==> src/rtl/rs_enc_tap_cell_if.sv <==
// Bundles the clock enable, the feedback/shift path and the last-tap data path
// of a Reed-Solomon encoder tap so that taps can be wired to a controller.
interface rs_enc_tap_cell_if #(
  parameter int MM = 8
);
  logic          clkEn;
  logic [MM-1:0] feedb;
  logic [MM-1:0] shftIn;
  logic [MM-1:0] shftOut;
  logic          hold0fb;
  logic [MM-1:0] dInp;
  logic [MM-1:0] pre_fbOut;
  logic [MM-1:0] dInp_reg;

  modport master (
    output clkEn, feedb, shftIn, hold0fb, dInp,
    input  shftOut, pre_fbOut, dInp_reg
  );

  modport slave (
    input  clkEn, feedb, shftIn, hold0fb, dInp,
    output shftOut, pre_fbOut, dInp_reg
  );
endinterface

==> src/rtl/rs_enc_tap_cell.sv <==
// One tap of a systematic RS LFSR parity generator over GF(2^8), field 0x187:
// R <= shftIn ^ GG*feedb. The last tap also registers the message symbol.
module rs_enc_tap_cell #(
  parameter int       MM   = 8,
  parameter logic [7:0] GG   = 8'd1,
  parameter bit       LAST = 1'b0
) (
  input logic              clk,
  input logic              rst,
  rs_enc_tap_cell_if.slave sif
);

  function automatic logic [7:0] gf_xtime(input logic [7:0] a);
    return {a[6] ^ a[7], a[5:2], a[1] ^ a[7], a[0] ^ a[7], a[7]};
  endfunction

  // Shift-and-add multiply of the operand by the constant coefficient GG.
  function automatic logic [7:0] gf_mul_const(input logic [7:0] a);
    logic [7:0] acc;
    logic [7:0] sh;
    acc = 8'h00;
    sh  = a;
    for (int i = 0; i < 8; i++) begin
      if (GG[i]) begin
        acc = acc ^ sh;
      end else begin
        acc = acc;
      end
      sh = gf_xtime(sh);
    end
    return acc;
  endfunction

  logic [MM-1:0] prod_s;
  logic [MM-1:0] r_d;
  logic [MM-1:0] r_q;

  assign prod_s = gf_mul_const(sif.feedb);

  // Next remainder value, held when the enable is low.
  always_comb begin
    r_d = r_q;
    if (sif.clkEn) begin
      r_d = sif.shftIn ^ prod_s;
    end else begin
      r_d = r_q;
    end
  end

  // Remainder register.
  always_ff @(posedge clk) begin
    if (rst) begin
      r_q <= '0;
    end else begin
      r_q <= r_d;
    end
  end

  assign sif.shftOut = r_q;

  if (LAST) begin : g_last
    logic [MM-1:0] d_d;
    logic [MM-1:0] d_q;

    // Next message-symbol register value.
    always_comb begin
      d_d = d_q;
      if (sif.clkEn) begin
        d_d = sif.dInp;
      end else begin
        d_d = d_q;
      end
    end

    // Message-symbol register feeding the encoder's feedback sum.
    always_ff @(posedge clk) begin
      if (rst) begin
        d_q <= '0;
      end else begin
        d_q <= d_d;
      end
    end

    // Combinational so the parity phase can kill feedback in the same cycle.
    assign sif.pre_fbOut = sif.hold0fb ? '0 : r_q;
    assign sif.dInp_reg  = d_q;
  end else begin : g_interior
    logic unused_last_inputs;
    assign unused_last_inputs = sif.hold0fb ^ (^sif.dInp);
    assign sif.pre_fbOut      = '0;
    assign sif.dInp_reg       = '0;
  end

endmodule

==> src/flat_wrapper.sv <==
// flat-port wrapper written by rule: the top's interface ports become plain ports
module rs_enc_tap_cell_flat 
#(
  parameter int       MM   = 8,
  parameter logic [7:0] GG   = 8'd1,
  parameter bit       LAST = 1'b0
)
  (clk, rst, sif_clkEn, sif_feedb, sif_shftIn, sif_hold0fb, sif_dInp, sif_shftOut, sif_pre_fbOut, sif_dInp_reg);
  rs_enc_tap_cell_if #(.MM(MM)) sif_i ();
  input logic clk;
  input logic rst;
  input wire logic [$bits(sif_i.clkEn)-1:0] sif_clkEn;
  input wire logic [$bits(sif_i.feedb)-1:0] sif_feedb;
  input wire logic [$bits(sif_i.shftIn)-1:0] sif_shftIn;
  input wire logic [$bits(sif_i.hold0fb)-1:0] sif_hold0fb;
  input wire logic [$bits(sif_i.dInp)-1:0] sif_dInp;
  output wire logic [$bits(sif_i.shftOut)-1:0] sif_shftOut;
  output wire logic [$bits(sif_i.pre_fbOut)-1:0] sif_pre_fbOut;
  output wire logic [$bits(sif_i.dInp_reg)-1:0] sif_dInp_reg;
  assign sif_i.clkEn = sif_clkEn;
  assign sif_i.feedb = sif_feedb;
  assign sif_i.shftIn = sif_shftIn;
  assign sif_i.hold0fb = sif_hold0fb;
  assign sif_i.dInp = sif_dInp;
  assign sif_shftOut = sif_i.shftOut;
  assign sif_pre_fbOut = sif_i.pre_fbOut;
  assign sif_dInp_reg = sif_i.dInp_reg;
  rs_enc_tap_cell #(.MM(MM), .GG(GG), .LAST(LAST)) u_core (.clk(clk), .rst(rst), .sif(sif_i));
endmodule
==> config.mk <==
export PLATFORM = sky130hd
export DESIGN_NAME = rs_enc_tap_cell_flat
export DESIGN_NICKNAME = d
export VERILOG_FILES = /design/src/rtl/rs_enc_tap_cell_if.sv /design/src/rtl/rs_enc_tap_cell.sv /design/src/flat_wrapper.sv
export SDC_FILE = /design/constraint.sdc
export NUM_CORES = 1
export LEC_CHECK = 0
export ABC_AREA = 1
export BUFFER_PORTS_ARGS = -buffer_cell sky130_fd_sc_hd__buf_2
export CORE_MARGIN = 2
export CORE_UTILIZATION = 39
export CTS_BUF_LIST = sky130_fd_sc_hd__clkbuf_8
export DETAILED_ROUTE_END_ITERATION = 8
export GPL_ROUTABILITY_DRIVEN = 0
export GPL_TIMING_DRIVEN = 1
export PLACE_DENSITY = 0.91
export SETUP_SLACK_MARGIN = 0.2
export SLEW_MARGIN = 40
export SYNTH_ARGS = -nofsm -noshare
export SYNTH_HDL_FRONTEND = slang
export SYNTH_SLANG_ARGS = --single-unit
==> constraint.sdc <==
create_clock -name clk -period 1.1 [get_ports clk]
set_clock_uncertainty 0.2 [all_clocks]
set_input_delay 0.33 -clock clk [delete_from_list [all_inputs] [get_ports clk]]
set_output_delay 0.33 -clock clk [all_outputs]
set_load 0.01 [all_outputs]
==> summary.txt <==
GRT
  • First-pass GRT wire length: roughly 2.2 mm
  • Via count of the first global-routing pass: 610
  • Pin count of the biggest net entering global routing: 17
  • Overall Global Routing Usage: 15.8%
  • Total grt overflow: 0
  • Number of antenna violations at the first check in global routing: 0

STA
  • Final setup violation count: 8
  • Unrepaired setup endpoints after global routing: true
  • Max Transition Viols Final: 0
  • Final clock period utilization by the worst path: 109%
  • Tmin final: approximately 1.2 ns
  • Final WS setup: -0.0951 ns
  • Final hold violation count: 0
  • Setup TNS: -0.700 ns
  • Highest Clock Rate: 837 MHz

Worst setup path
  • Number of buffer and inverter stages on the critical path: 1
  • Critical-path maximum fanout: 2
  • Data arrival time of the worst path: 0.67 ns
  • Startpoint-to-endpoint class of the critical path: flip-flop to output pin
  • CP Depth: 1
  • Critical Path Max Stage Delay: 0.34 ns
  • Worst Setup End Kind: output pin
  • Data required time of the critical path: 0.57 ns
  • Startpoint class of the critical path: flip-flop
  • Highest-delay cell along the critical path: sky130_fd_sc_hd__dfxtp_2
  • Crit path cell chain: buf_6
  • Worst R2R Path Depth: 6
  • CP delay by family, top: flip-flops

Route
  • Post-detailed-route wirelength per cell: 9.10 um
  • Top layer reached by signal wires: met4
  • ANT nets after route: 0
  • Routed met2 length: 772 um
  • Overall via count from detail_route: 605
  • Wire length reported by the detailed router: 1.32 mm
  • Detail Route met3 WL: 122 um
  • Via count normalized by instance count: 4.17
  • DRT met1 WL: 410 um
  • Detailed Routing Iterations Pass 1: 2
  • Post-route DRC violation count: 0
  • DRT iter0 DRCs: 2

Power
  • Power Dens Cells: roughly 1100 nW/um2
  • Clk pwr share: about two fifths
  • Cell-internal power: 666 uW
  • Total power consumption of the routed design: approximately 910 uW
  • Portion of total power attributed to combinational logic: between 20% and 30%
  • Peak supply drop: around 0.00063 V
  • Reg power frac: between 30% and 40%
  • Switching share of power: 27.2%
  • Net load switching power: 249 uW
  • Leakage dissipation: 0.535 nW

Hold path
  • Min-delay worst type: input pin to flip-flop
  • Number of cells on the worst hold path: 5

Clocking
  • Maximum buffer depth of the clock tree: 2
  • CTS clk-pin slew, worst paths: 0.04 ns
  • Clock tree root driver cell: sky130_fd_sc_hd__clkbuf_8
  • Clock insertion delay at the later pin of the skew report: 0.23 ns
  • Clock tree from TritonCTS: yes
  • Clk sink count: 8
  • Cts bufs inserted: 3
  • Number of levels in the clock H-tree: 1
  • Number of buffers inserted by hold repair at cts: 0

Floorplanning
  • Top-level I/O count: 52
  • Floorplan die width: 43.7 um
  • Die H: around 44 um
  • Starting Density: 41.3%
  • Total die area: around 1900 um2
  • Number of placement rows: 14
  • Core area: 1490 um2

Flow run
  • Number of maximum-capacitance violations: 0

Place
  • Final HPWL from detailed placement: ~900 um
  • Cells after DPL: 138
  • Port Buf Inserts: 26

Yosys
  • Synth Warn #: 0
  • Largest family of logic cells by synthesized area: buffers and inverters
  • Netlist area before placement: around 620 um2
  • Post-synthesis share of cell area spent on xor and xnor gates: 0%
  • Share of cell area taken by muxes after synthesis: 0%
  • Synth Area in Compound Gates: 0%
  • Yosys cell types: 11
  • Proportion of synthesized chip area in sequential cells: 26.0%
  • Post-synthesis average cell area: 6.16 um2
  • Cell count after synthesis: 100
  • Adder and majority gate portion of the synthesized area: 0%
  • Post-synthesis sequential element count: 8
  • Simple-Gate Fraction of Synth Area: 32.9%

Layout
  • Number of flip-flops under the largest register name: 8
  • Final instance count without filler cells: 145
  • Fin util: 54.5%
  • Final-layout fill cell count: between 150 and 200
  • Relative area change from synthesis to final layout: 31.7%
  • Count of inserted antenna diode cells: 0
  • Fraction of final layout cells sized beyond drive strength 1: 34.9%
  • Net count of the finished layout: 159

Run status
  • Run status: complete, but fails checks
  • Violated checks: setup timing
worst paths after layout:
kind                                      startpoint                            endpoint  slack [ns]
hold reg to reg   u_core.sif.shftOut[0]$_SDFFE_PP0P_  u_core.sif.shftOut[0]$_SDFFE_PP0P_        0.36
hold / removal                         sif_shftIn[4]  u_core.sif.shftOut[4]$_SDFFE_PP0P_        0.20
setup reg to reg  u_core.sif.shftOut[4]$_SDFFE_PP0P_  u_core.sif.shftOut[4]$_SDFFE_PP0P_        0.01
setup / recovery  u_core.sif.shftOut[4]$_SDFFE_PP0P_                      sif_shftOut[4]        -0.1
logic make-up after synthesis:
family / after synthesis
DFF: 8
buffers and inverters: 43
and+or+nand+nor: 48
other: 1
timing repair:
| item | in CTS | in global routing |
|---|---|---|
| endpoints found under the setup margin | 16 | 15 |
| buffers inserted | 2 | 2 |
| resized for setup | 18 | 2 |
| pin swaps | 5 | 4 |
placed cells by master (no fill, tap or decap):
cell type / instances
sky130_fd_sc_hd__nor2_1: 12
sky130_fd_sc_hd__nor2_4: 1
sky130_fd_sc_hd__buf_6: 11
sky130_fd_sc_hd__conb_1: 16
sky130_fd_sc_hd__inv_1: 24
sky130_fd_sc_hd__buf_2: 17
sky130_fd_sc_hd__clkbuf_8: 3
sky130_fd_sc_hd__dfxtp_2: 8
sky130_fd_sc_hd__nand2_1: 24
sky130_fd_sc_hd__nor2_2: 3
sky130_fd_sc_hd__nand3_1: 8
sky130_fd_sc_hd__buf_4: 2
through the flow:
stage	instance area, um2	worst slack (ns)	hold slack, ns
2_1_floorplan	677	0.0485	0.321
3_3_place_gp	664	-0.0439	0.329
3_5_place_dp	664	-0.0983	0.335
4_1_cts	790	-0.101	0.204
5_1_grt	811	-0.119	0.229
6_report	811	-0.0951	0.205
layer usage:
layer | GRT usage (%) | up-vias
met5 | 0 | -
met4 | 3.64 | 0
met3 | 7.92 | 3
met2 | 32.4 | 29
met1 | 12.8 | 267
li1 | - | 306
area by class of cell:
type	count	area, um2	share of cell area (%)
Clock buffer	3	41.3	5.09
Sequential cell	8	170	21.0
Tap cell	16	20.0	2.47
Timing Repair Buffer	30	224	27.6
Multi-Input combinational cell	64	265	32.7
Inverter	24	90.1	11.1
power by group through the flow:
stage / clock network (mW) / registers (mW) / logic [mW]
finish: 0.350 / 0.333 / 0.232
global route: 0.389 / 0.335 / 0.259
CTS: 0.367 / 0.333 / 0.219
detailed placement: 0 / 0.330 / 0.182
global placement: 0 / 0.328 / 0.172
floorplan: 0 / 0.340 / 0.158
synthesized netlist by cell type:
cell type                  n  area (um2)
sky130_fd_sc_hd__buf_4    17         128
sky130_fd_sc_hd__buf_12    1        20.0
sky130_fd_sc_hd__nand3_1   8        40.0
sky130_fd_sc_hd__nor2_2    2        12.5
sky130_fd_sc_hd__nor2_4    1        11.3
sky130_fd_sc_hd__conb_1    1        3.75
sky130_fd_sc_hd__inv_1    24        90.1
sky130_fd_sc_hd__buf_6     1        11.3
sky130_fd_sc_hd__nor2_1   13        48.8
sky130_fd_sc_hd__dfxtp_1   8         160
sky130_fd_sc_hd__nand2_1  24        90.1
Note: power is estimated with default switching activity, not from simulation.
